### config.mk
export PLATFORM = sky130hd
export DESIGN_NAME = control_sequencer
export DESIGN_NICKNAME = d
export VERILOG_FILES = /design/src/rtl/control_sequencer.sv
export SDC_FILE = /design/constraint.sdc
export NUM_CORES = 1
export LEC_CHECK = 0
export ABC_CLOCK_PERIOD_IN_PS = 1400
export CAP_MARGIN = 20
export CORE_MARGIN = 2
export CORE_UTILIZATION = 50
export CTS_CLUSTER_SIZE = 14
export DETAILED_ROUTE_END_ITERATION = 16
export DONT_BUFFER_PORTS = 1
export SYNTH_ARGS = -nofsm -noshare
export SYNTH_HDL_FRONTEND = slang
export SYNTH_SLANG_ARGS = --single-unit
### constraint.sdc
create_clock -name clk -period 1.4 [get_ports clk]
set_input_delay 0.14 -clock clk [delete_from_list [all_inputs] [get_ports clk]]
set_output_delay 0.14 -clock clk [all_outputs]
set_load 0.1 [all_outputs]
### src/rtl/control_sequencer.sv
// Instruction control sequencer: accepts an instruction word, decodes its opcode
// into a 2-bit control code and holds it with the register field for EXEC_CYC cycles.
module control_sequencer #(
    parameter int INST_W   = 8,
    parameter int OP_W     = 3,
    parameter int OP_BASE  = 2,
    parameter int EXEC_CYC = 2
) (
    input  logic              clk,
    input  logic              rst_n,
    input  logic              inst_valid,
    output logic              inst_ready,
    input  logic [INST_W-1:0] instruction,
    output logic [1:0]        con_inst,
    output logic [INST_W-OP_W-1:0] con_reg,
    output logic              con_valid,
    output logic              illegal,
    output logic              done
);

    localparam int REG_W      = INST_W - OP_W;
    localparam int CNT_W      = (EXEC_CYC > 1) ? $clog2(EXEC_CYC) : 1;
    localparam int OP_HI_I    = OP_BASE + 3;
    localparam int CNT_INIT_I = EXEC_CYC - 1;

    // One extra bit so OP_BASE+3 cannot wrap when it sits at the top of the opcode range.
    localparam logic [OP_W:0]    OP_LO    = OP_BASE[OP_W:0];
    localparam logic [OP_W:0]    OP_HI    = OP_HI_I[OP_W:0];
    localparam logic [CNT_W-1:0] CNT_INIT = CNT_INIT_I[CNT_W-1:0];

    typedef enum logic [1:0] {
        IDLE,
        DECODE,
        EXEC
    } state_t;

    state_t            state;
    logic [INST_W-1:0] inst_q;
    logic [CNT_W-1:0]  count;

    logic [OP_W:0] op_ext;
    logic          op_legal;
    logic [1:0]    op_code;

    assign op_ext   = {1'b0, inst_q[INST_W-1 -: OP_W]};
    assign op_legal = (op_ext >= OP_LO) && (op_ext <= OP_HI);
    assign op_code  = op_ext[1:0] - OP_LO[1:0];

    assign inst_ready = (state == IDLE);
    assign con_valid  = (state == EXEC);
    assign done       = (state == EXEC) && (count == '0);

    // NOTE: all state below uses non-blocking assignments so every register
    // samples the pre-edge values of the others, whatever the statement order.
    always_ff @(posedge clk or negedge rst_n) begin
        if (!rst_n) begin
            state    <= IDLE;
            inst_q   <= '0;
            count    <= '0;
            con_inst <= 2'b00;
            con_reg  <= '0;
            illegal  <= 1'b0;
        end else begin
            illegal <= 1'b0;
            case (state)
                IDLE: begin
                    if (inst_valid) begin
                        inst_q <= instruction;
                        state  <= DECODE;
                    end
                end
                DECODE: begin
                    if (op_legal) begin
                        con_inst <= op_code;
                        con_reg  <= inst_q[REG_W-1:0];
                        count    <= CNT_INIT;
                        state    <= EXEC;
                    end else begin
                        illegal <= 1'b1;
                        state   <= IDLE;
                    end
                end
                EXEC: begin
                    // Exit at zero rather than letting the counter wrap.
                    if (count == '0) begin
                        state <= IDLE;
                    end else begin
                        count <= count - 1'b1;
                    end
                end
                default: state <= IDLE;
            endcase
        end
    end

endmodule
# Word level (Yosys, flattened, before mapping)
# Index checks and enable logic that the tools add are counted.
# totals
reg_bits	19
in_bits	11
out_inout_bits	11
word_cells	33
# classes
add_sub_neg	2
order_cmp	2
eq_ne	5
muxes	9
n_bitwise	1
n_reduce_logical	8
# op_table
operator	count
$reduce_and A2 Y1	4
$mux W2	3
$ne A2 B2 Y1 const B	3
$pmux W2 S3	1
$mux W1	4
$ge A3 B2 Y1 const B	1
$le A3 B3 Y1 const B	1
$eq A2 B1 Y1 const B	1
$eq A2 B2 Y1 const B	1
$logic_and A1 B1 Y1	2
$logic_not A2 Y1	1
$pmux W1 S2	1
$reduce_bool A2 Y1	1
$sub A2 B2 Y2 const B	1
$not A1 Y1	1
$sub A1 B1 Y1 const B	1

# Logic depth before layout (Yosys ltp)
# Gate-level depths: netlist of run 1.
# logic_depth
word_depth	4
depth_mapped	4
depth_no_buf	4

# Least setup slack after synthesis of run 1
# Ideal clock, no wire load.
# synth_timing
path_kind	register -> register
start	register state[1]
end	register inst_q[0]
arrival_time_ps	2404
slack_ps	-1129
path_stages_with_launch	5
period_less_slack_ps	2529
cell_sequence	dfrtp_1 -> nor2_1 -> and2_1 -> buf_6 -> mux2_2
# synth_via
elab_chain_len	2
# synth_rtl
element	line	rtl
from (decl)	37	state_t state;
from (signal assigned)	57	state <= IDLE;
from (signal assigned)	69	state <= DECODE;
from (signal assigned)	77	state <= EXEC;
$logic_not A2 Y1	--	
via inst_ready	12	output logic inst_ready,
$reduce_and A2 Y1 (no line)	--	
to (signal assigned)	68	inst_q <= instruction;
to (decl)	38	logic [INST_W-1:0] inst_q;
# The timed path passes the listed nets, and every way through them passes these cells.
# A chain may end at the register's enable or synchronous reset.

# Final worst setup path of run 1
# layout_timing
start	register state[0]
end	output port done
# layout_via
elab_chain_len	2
# layout_rtl
element	line	rtl
$eq A2 B2 Y1	51	assign done = (state == EXEC) && (count == '0);
$logic_and A1 B1 Y1	51	
to (decl)	18	output logic done
# Every way passes these cells.

==> results.yml, run 1 <==
outcome:
  status: "finished, final reports clean"
logic_synthesis:
  synth_cells: 51
  synth-seq-cells: 19
  yosysSeqAreaShare: 0.622
  synthesis.nets: 62
  syn_area_um2: 764
  postSynthAreaPerCell_um2: 15.0
  yosys_warnings: 0
  ys_types: 14
grt:
  gr-total-overflow: 0
  met3_usage: 0.0383
  grt_pass1_vias: 517
  grt_max_degree: 20
  busiest_layer: "met2"
  grt_pass1_wl_mm: 2.23
  grt_use_met1: 0.198
  gr-usage-met2: 0.290
  grtUsageTotal: 0.171
  antenna_found_initial: 0
place:
  io_buffers: 0
  dp_hpwl_um: 960
  gp_congestion: 0.735
timing:
  slew_headroom: 0.432
  final.period_utilization: 0.971
  maxSlewViolCount: 0
  setup_tns_ns: 0
  period_minus_slack_ns: 1.36
  hold_violations: 0
  fmax_mhz: 736
  clock_skew_ns: 0.000739
  setup_viol: 0
  worst_pin_slew_ns: 0.849
  rsz0062_at_grt: "yes"
routing:
  wl_mm: 1.32
  viasPerCell: 5.04
  route.antenna.remaining_nets: 0
  drt_iter0_drc: 2
  drc: 0
  vias: 464
  firstDrtPassIters: 2
  wire_per_inst_um: 14.3
layout:
  largest_reg_flops: 8
  diodes: 0
  area_growth_pct: 36.2
  drive_gt1_frac: 0.500
  final_nets: 88
  n_fill_cell: 105
critical_path:
  setup.worst_path.start: "state[0]$_DFFE_PN0P_"
  crit_fanout: 4
  crit_buf_inv: 1
  cp-start-kind: "flip-flop"
  critPathKind: "reg2out"
  required_ns: 1.26
  cp_top_family: "flip-flops"
  path_cells: "nand2b_4 -> nor2_4 -> buf_12"
  max_stage_delay_ns: 0.45
  rr_startpoint: "state[1]$_DFFE_PN0P_"
  crit_slowest_cell: "dfrtp_2"
  crit_arrival_ns: 1.22
  cp-end-kind: "output pin"
clocking:
  post_cts_buffers: 0
  root_buffer: "clkbuf_4"
  clk_pin_slew_ns: 0.11
  cts_tree: "done"
  cts_sinks: 19
  htreeDepth: 1
  cts_buffers: 3
  cts.path.max_buffers: 2
  insertion_delay_ns: 0.30
floorplan:
  die_h_um: 43.1
  core_region_area_mm2: 0.00147
  initial_core_util: 0.520
  io_pins: 22
  dieArea_mm2: 0.00186
  num_rows: 14
  die_w_um: 43.1
min_path:
  hp-class: "in2reg"
  holdCritStartpoint: "inst_valid"
run:
  maxCapViolCount: 0
==> cells by family after synthesis <==
family	Yosys count	share of synthesized area
DFF	19	0.622
and+or+nand+nor	12	0.0818
muxes	14	0.236
buffers and inverters	2	0.0196
xor gates and xnor gates	1	0.0213
AOI/OAI and AO/OA	3	0.0196
==> stage by stage <==
stage | instance area, um2 | hold slack [ns] | worst slack, ns | instances | utilization
6_report | 1040 | 0.158 | 0.0407 | 92 | 0.707
5_1_grt | 1040 | 0.161 | -0.00156 | 92 | 0.707
4_1_cts | 1030 | 0.160 | 0.0311 | 92 | 0.703
3_5_place_dp | 905 | -0.155 | 0.106 | 79 | 0.615
3_3_place_gp | 905 | -0.155 | 0.144 | 79 | 0.615
2_1_floorplan | 786 | -0.156 | -0.307 | 51 | -
==> final timing paths <==
| check | depth (start not counted) | endpoint | slack, ns |
|---|---|---|---|
| worst min-delay path | 2 | state[0]$_DFFE_PN0P_ | 0.16 |
| worst min register to register | 1 | con_reg[1]$_DFFE_PN0P_ | 0.51 |
| min in group asynchronous | 1 | con_reg[1]$_DFFE_PN0P_ | 0.38 |
| max in group asynchronous | 1 | state[0]$_DFFE_PN0P_ | 0.45 |
| worst max-delay path | 3 | done | 0.04 |
| worst max register to register | 4 | inst_q[7]$_DFFE_PN0P_ | 0.08 |
==> final cells by class <==
class / instances / area (um2) / area share
sequential: 19 / 477 / 0.458
multi-input combinational: 30 / 297 / 0.285
timing repair buffer: 22 / 213 / 0.204
clock buffer: 3 / 22.5 / 0.0216
tap: 16 / 20.0 / 0.0192
inverter: 1 / 7.51 / 0.00721
clock inverter: 1 / 5.00 / 0.00481
==> layer usage <==
layer	wire length [um]	share of wire
met1	560	0.42
met2	661	0.50
met3	72	0.055
met4	25	0.019
met5	0	0
==> cells in the final DEF, fill, tap and decap left out, drive strengths merged <==
cell type and count:
a21oi 2, and2 1, buf 13, clkbuf 3, clkinv 1, clkinvlp 1
dfrtp 19, dlygate4sd3 9, mux2 14, nand2 5, nand2b 2, nor2 3
nor2b 1, o21ai 1, xor2 1
==> timing repair <==
action / CTS / global route
hold buffers: 9 / 0
endpoints found under the setup margin: 2 / 2
endpoints found under the hold margin: 27 / 0
cloned: 0 / 0
gates resized for setup: 3 / 2
==> cell usage after synthesis (all sizes together) <==
library cell | instances | share of area
xor2 | 1 | 0.021
buf | 1 | 0.015
inv | 1 | 0.0049
a21oi | 2 | 0.013
nor2 | 3 | 0.015
dfrtp | 19 | 0.62
and2 | 1 | 0.0082
o21ai | 1 | 0.0065
nor2b | 1 | 0.0082
nand2b | 2 | 0.016
mux2 | 14 | 0.24
nand2 | 5 | 0.034
Power of run 1 is left out: the tool's default activity adds up to more than one toggle a clock period on the data nets, which glitch-free logic cannot reach.
==> run 2: changes to the inputs <==
--- a/config.mk
+++ b/config.mk
@@ -5,13 +5,18 @@
 export SDC_FILE = /design/constraint.sdc
 export NUM_CORES = 1
 export LEC_CHECK = 0
+export ABC_AREA = 1
 export ABC_CLOCK_PERIOD_IN_PS = 1400
 export CAP_MARGIN = 20
+export CELL_PAD_IN_SITES_DETAIL_PLACEMENT = 0
+export CELL_PAD_IN_SITES_GLOBAL_PLACEMENT = 1
 export CORE_MARGIN = 2
-export CORE_UTILIZATION = 50
+export CORE_UTILIZATION = 43
 export CTS_CLUSTER_SIZE = 14
 export DETAILED_ROUTE_END_ITERATION = 16
 export DONT_BUFFER_PORTS = 1
+export GPL_TIMING_DRIVEN = 0
+export PLACE_DENSITY_LB_ADDON = 0.1
 export SYNTH_ARGS = -nofsm -noshare
 export SYNTH_HDL_FRONTEND = slang
 export SYNTH_SLANG_ARGS = --single-unit
==> run 2 against run 1 <==
Synthesized cell count increased by 59%. Register-to-register slack worse by 0.19 ns. The flow now finishes with violations (hold timing, setup timing). Cell count increased by 34%. Clock-buffer cell count unchanged. Via count rose by 21%. Utilization is 13 points lower.
==> results.yml, run 2 <==
critical_path:
  r2r_end: "inst_q[1]$_DFFE_PN0P_"
  setup.worst_path.start: "state[1]$_DFFE_PN0P_"
  path_cells: "nor2_4 -> nand2_4 -> inv_4 -> buf_6 -> nand2_1 -> nand2_1"
  endpoint: "inst_q[1]$_DFFE_PN0P_"
  reg2regPathDepth: 6
  crit_buf_inv: 2
  cp-start-kind: "flip-flop"
  worstSetupPathDepth: 6
  cp_common_cell: "nand2_1"
  crit_fanout: 5
  critPathKind: "reg2reg"
  rr_startpoint: "state[1]$_DFFE_PN0P_"
  crit_arrival_ns: 1.75
  crit_slowest_cell: "nor2_4"
  cp-end-kind: "flip-flop"
  max_stage_delay_ns: 0.54
  rrSetupSlack_ns: -0.11
  required_ns: 1.63
  cp_top_family: "simple AND/OR/NAND/NOR gates"
timing:
  fmax_mhz: 661
  period_minus_slack_ns: 1.51
  rsz0062_at_grt: "yes"
  worst_pin_slew_ns: 0.866
  whs_ns: -0.0518
  clock_skew_ns: 0.00299
  hold_violations: 1
  slew_headroom: 0.423
  final.period_utilization: 1.08
  setup_viol: 12
  layout_setup_ws_ns: -0.113
  maxSlewViolCount: 0
logic_synthesis:
  synth_common_cells: "nand2_1 (36), dfrtp_1 (19), nand3_1 (7), inv_1 (5), nand2_2 (3)"
  synthesis.nets: 92
  synth-edff-count: 0
  ys_types: 13
  yosysMostFrequentCell: "nand2_1"
  synth-seq-cells: 19
  yosysSeqAreaShare: 0.619
  yosys.area.top_type_share: 0.619
  syn_area_um2: 768
  yosys_warnings: 0
  synth_top_cells_by_area: "dfrtp_1 (62%), nand2_1 (18%), nand3_1 (4.6%)"
  synth_top_area_cell: "dfrtp_1"
  postSynthAreaPerCell_um2: 9.48
  synth_cells: 81
  async_flop_share: 1.00
  synth_flop_cell: "dfrtp_1"
routing:
  vias: 563
  route.antenna.remaining_nets: 0
  drc: 0
  firstDrtPassIters: 3
  drt_iter0_drc: 11
  viasPerCell: 4.58
  wire_per_inst_um: 11.8
  wl_mm: 1.46
floorplan:
  io_pins: 22
  die_w_um: 46.3
  num_rows: 15
  dieArea_mm2: 0.00214
  die_h_um: 46.3
  initial_core_util: 0.450
  core_region_area_mm2: 0.00171
clocking:
  htreeDepth: 1
  insertion_delay_ns: 0.29
  clk_pin_slew_ns: 0.10
  ctsHoldBuffers: 8
  cts_sinks: 19
  cts_buffers: 3
  root_buffer: "clkbuf_4"
  cts_tree: "done"
  cts.path.max_buffers: 2
layout:
  final_nets: 110
  area_growth_pct: 28.7
  drive_gt1_frac: 0.316
  n_fill_cell: 165
  largest_reg_flops: 8
  layout_common_cells: "nand2_1 (35), dfrtp_1 (11), dfrtp_2 (8), dlygate4sd3_1 (8), nand3_1 (7)"
  layout.cells.most_common: "nand2_1"
  diodes: 0
  fin_cells: 123
outcome:
  status: "finished with violations"
  violations: "hold timing, setup timing"
grt:
  gr-total-overflow: 0
  grt_max_degree: 20
  antenna_found_initial: 0
  grt_pass1_vias: 587
  grtUsageTotal: 0.170
  grt_pass1_wl_mm: 2.55
place:
  io_buffers: 0
  gp_congestion: 0.687
  dp_hpwl_um: 951
  dp.cells: 106
min_path:
  hp-class: "in2reg"
run:
  maxCapViolCount: 0
==> run 2: worst min-delay path by stage <==
| stage | from | endpoint | cells after the start |
|---|---|---|---|
| 4_1_cts | instruction[6] | inst_q[6]$_DFFE_PN0P_ | 2 |
| 5_1_grt | instruction[6] | inst_q[6]$_DFFE_PN0P_ | 2 |
| 6_report | instruction[6] | inst_q[6]$_DFFE_PN0P_ | 2 |
| 2_1_floorplan | rst_n | con_inst[0]$_DFFE_PN0P_ | 0 |
| 3_5_place_dp | rst_n | state[1]$_DFFE_PN0P_ | 0 |
| 3_3_place_gp | rst_n | illegal$_DFF_PN0_ | 0 |
==> run 2: kinds of logic (layout without fill, tap and decap cells) <==
kind of cell / Yosys count / in the layout / share of synthesized area
and+or+nand+nor: 51 / 51 / 0.301
DFF: 19 / 19 / 0.619
AOI/OAI and AO/OA: 4 / 4 / 0.0358
buffers and inverters: 7 / 24 / 0.0440
==> run 2: area by class of cell <==
cell class	instances	area (um2)	area share
buffer	1	11.3	0.0114
clock buffer	3	22.5	0.0228
clock inverter	1	5.00	0.00506
inverter	6	28.8	0.0291
multi-input combinational	55	279	0.282
sequential	19	485	0.491
tap	25	31.3	0.0316
timing repair buffer	13	125	0.127
==> run 2: timing repair <==
item	CTS	global route
buffers inserted	4	0
setup endpoints to repair	13	20
pin swaps	4	5
hold endpoints to repair	27	1
gates cloned	1	0
gates resized for setup	7	11
==> run 2: per-stage QoR <==
step                setup WS [ns]  utilization  setup TNS [ns]  area [um2]
detailed placement         -0.197        0.470           -1.62         803
finish                     -0.113        0.579          -0.968         988
floorplan                  -0.144            -          -0.645         772
CTS                        -0.134        0.567           -1.30         968
global route               -0.160        0.579           -1.54         988
global placement           -0.177        0.470           -1.52         803
==> run 2: layer usage <==
layer	vias to the layer above	share of wire	track usage
met3	2	0.039	0.0235
met4	0	0.0082	0.0857
li1	287	-	-
met2	13	0.51	0.275
met1	261	0.44	0.221
met5	-	0	0
Power of run 2 is left out for the same reason.
==> run 3: changes to the inputs <==
--- a/config.mk
+++ b/config.mk
@@ -17,6 +17,8 @@
 export DONT_BUFFER_PORTS = 1
 export GPL_TIMING_DRIVEN = 0
 export PLACE_DENSITY_LB_ADDON = 0.1
+export RECOVER_POWER = 100
+export SLEW_MARGIN = 40
 export SYNTH_ARGS = -nofsm -noshare
 export SYNTH_HDL_FRONTEND = slang
 export SYNTH_SLANG_ARGS = --single-unit
==> run 3 against run 2 <==
The flow still finishes with violations (hold timing, setup timing). Global-route usage increased by 0.16 points. First-iteration DRC count decreased by 9.1%. Worst hold slack improved by 0.00082 ns. Fmax increased by 0.19%. Final area increased by 0.13%. Critical path type unchanged.
==> results.yml, run 3 (synthesized netlist as in run 2, its figures left out) <==
outcome:
  status: "finished with violations"
  violations: "hold timing, setup timing"
critical_path:
  required_ns: 1.63
  crit_arrival_ns: 1.74
  cp-end-kind: "flip-flop"
  r2r_end: "inst_q[1]$_DFFE_PN0P_"
  rrSetupSlack_ns: -0.11
  cp-start-kind: "flip-flop"
  critPathKind: "reg2reg"
  setup.worst_path.start: "state[1]$_DFFE_PN0P_"
  crit_fanout: 5
  reg2regPathDepth: 6
  rr_startpoint: "state[1]$_DFFE_PN0P_"
floorplan:
  io_pins: 22
  initial_core_util: 0.450
  die_h_um: 46.3
  dieArea_mm2: 0.00214
  core_region_area_mm2: 0.00171
  num_rows: 15
  die_w_um: 46.3
routing:
  viasPerCell: 4.64
  route.antenna.remaining_nets: 0
  wl_mm: 1.45
  firstDrtPassIters: 3
  vias: 575
  drt_iter0_drc: 10
  wire_per_inst_um: 11.7
  drc: 0
layout:
  layout.cells.most_common: "nand2_1"
  final_nets: 111
  diodes: 0
  layout_common_cells: "nand2_1 (36), dfrtp_1 (11), dfrtp_2 (8), dlygate4sd3_1 (8), nand3_1 (7)"
  drive_gt1_frac: 0.303
  area_growth_pct: 28.8
  n_fill_cell: 167
  largest_reg_flops: 8
  fin_cells: 124
  postLayoutCellArea_um2: 990
grt:
  gr-usage-met2: 0.275
  met3_usage: 0.0235
  antenna_found_initial: 0
  gr-total-overflow: 0
  grtUsageTotal: 0.172
  grt_pass1_wl_mm: 2.57
  grt_pass1_vias: 586
  busiest_layer: "met2"
  grt_use_met1: 0.226
  grt_max_degree: 20
clocking:
  root_buffer: "clkbuf_4"
  cts.path.max_buffers: 2
  cts_buffers: 3
  insertion_delay_ns: 0.29
  cts_sinks: 19
  htreeDepth: 1
  cts_tree: "done"
  clk_pin_slew_ns: 0.10
timing:
  clock_skew_ns: 0.00361
  final.period_utilization: 1.08
  layout_setup_ws_ns: -0.111
  slew_headroom: 0.325
  whs_ns: -0.0510
  worst_pin_slew_ns: 1.01
  rsz0062_at_grt: "yes"
  maxSlewViolCount: 0
  fmax_mhz: 662
  setup_viol: 12
  period_minus_slack_ns: 1.51
  hold_violations: 1
  setup_tns_ns: -0.936
min_path:
  timing.hold.worst_path_depth: 2
  holdPathEnd: "inst_q[6]$_DFFE_PN0P_"
  hp-class: "in2reg"
  holdCritStartpoint: "instruction[6]"
place:
  dp.cells: 106
  placed_area_um2: 808
  gp_congestion: 0.687
  dp_hpwl_um: 951
  io_buffers: 0
run:
  maxCapViolCount: 0
## run 3: worst max-delay path by stage
stage | end | slack (ns) | cells past startpoint
finish | inst_q[1]$_DFFE_PN0P_ | -0.11 | 6
global route | inst_q[6]$_DFFE_PN0P_ | -0.16 | 6
CTS | inst_q[6]$_DFFE_PN0P_ | -0.13 | 6
detailed placement | count$_DFFE_PN0P_ | -0.22 | 4
global placement | done | -0.18 | 3
floorplan | done | -0.14 | 3
## run 3: cell type report
class	instances	area, um2	share of cell area
flip-flops and latches	19	485	0.491
multi-input cells	55	277	0.279
clock inverters	1	5.00	0.00506
clock buffers	3	22.5	0.0228
plain buffers	1	11.3	0.0114
inverters	6	28.8	0.0291
repair buffers	14	129	0.130
well taps	25	31.3	0.0316
## run 3: layer usage
metal,up-vias,part of all wire
li1,289,-
met1,271,0.44
met2,13,0.51
met3,2,0.040
met4,0,0.0083
met5,-,0
## run 3: repair_timing
action | 4_1_cts | 5_1_grt
hold endpoints to repair | 27 | 20
endpoints found under the setup margin | 13 | 13
resized for setup | 6 | 4
cloned | 1 | 0
pin swaps | 3 | 5
buffers inserted | 4 | 0
hold buffers | 8 | 1
## run 3: worst max-delay path: stages, from the launching register on
cell and delay, ns:
dfrtp_2 0.46, nor2_4 0.54, nand2_4 0.14, inv_4 0.09
buf_6 0.11, nand2_1 0.05, nand2_1 0.06
## run 3: metrics by stage
step / utilization / setup WS [ns]
5_1_grt: 0.579 / -0.161
3_3_place_gp: 0.470 / -0.177
2_1_floorplan: - / -0.144
3_5_place_dp: 0.473 / -0.224
4_1_cts: 0.567 / -0.134
6_report: 0.579 / -0.111
Power of run 3 is left out for the same reason.
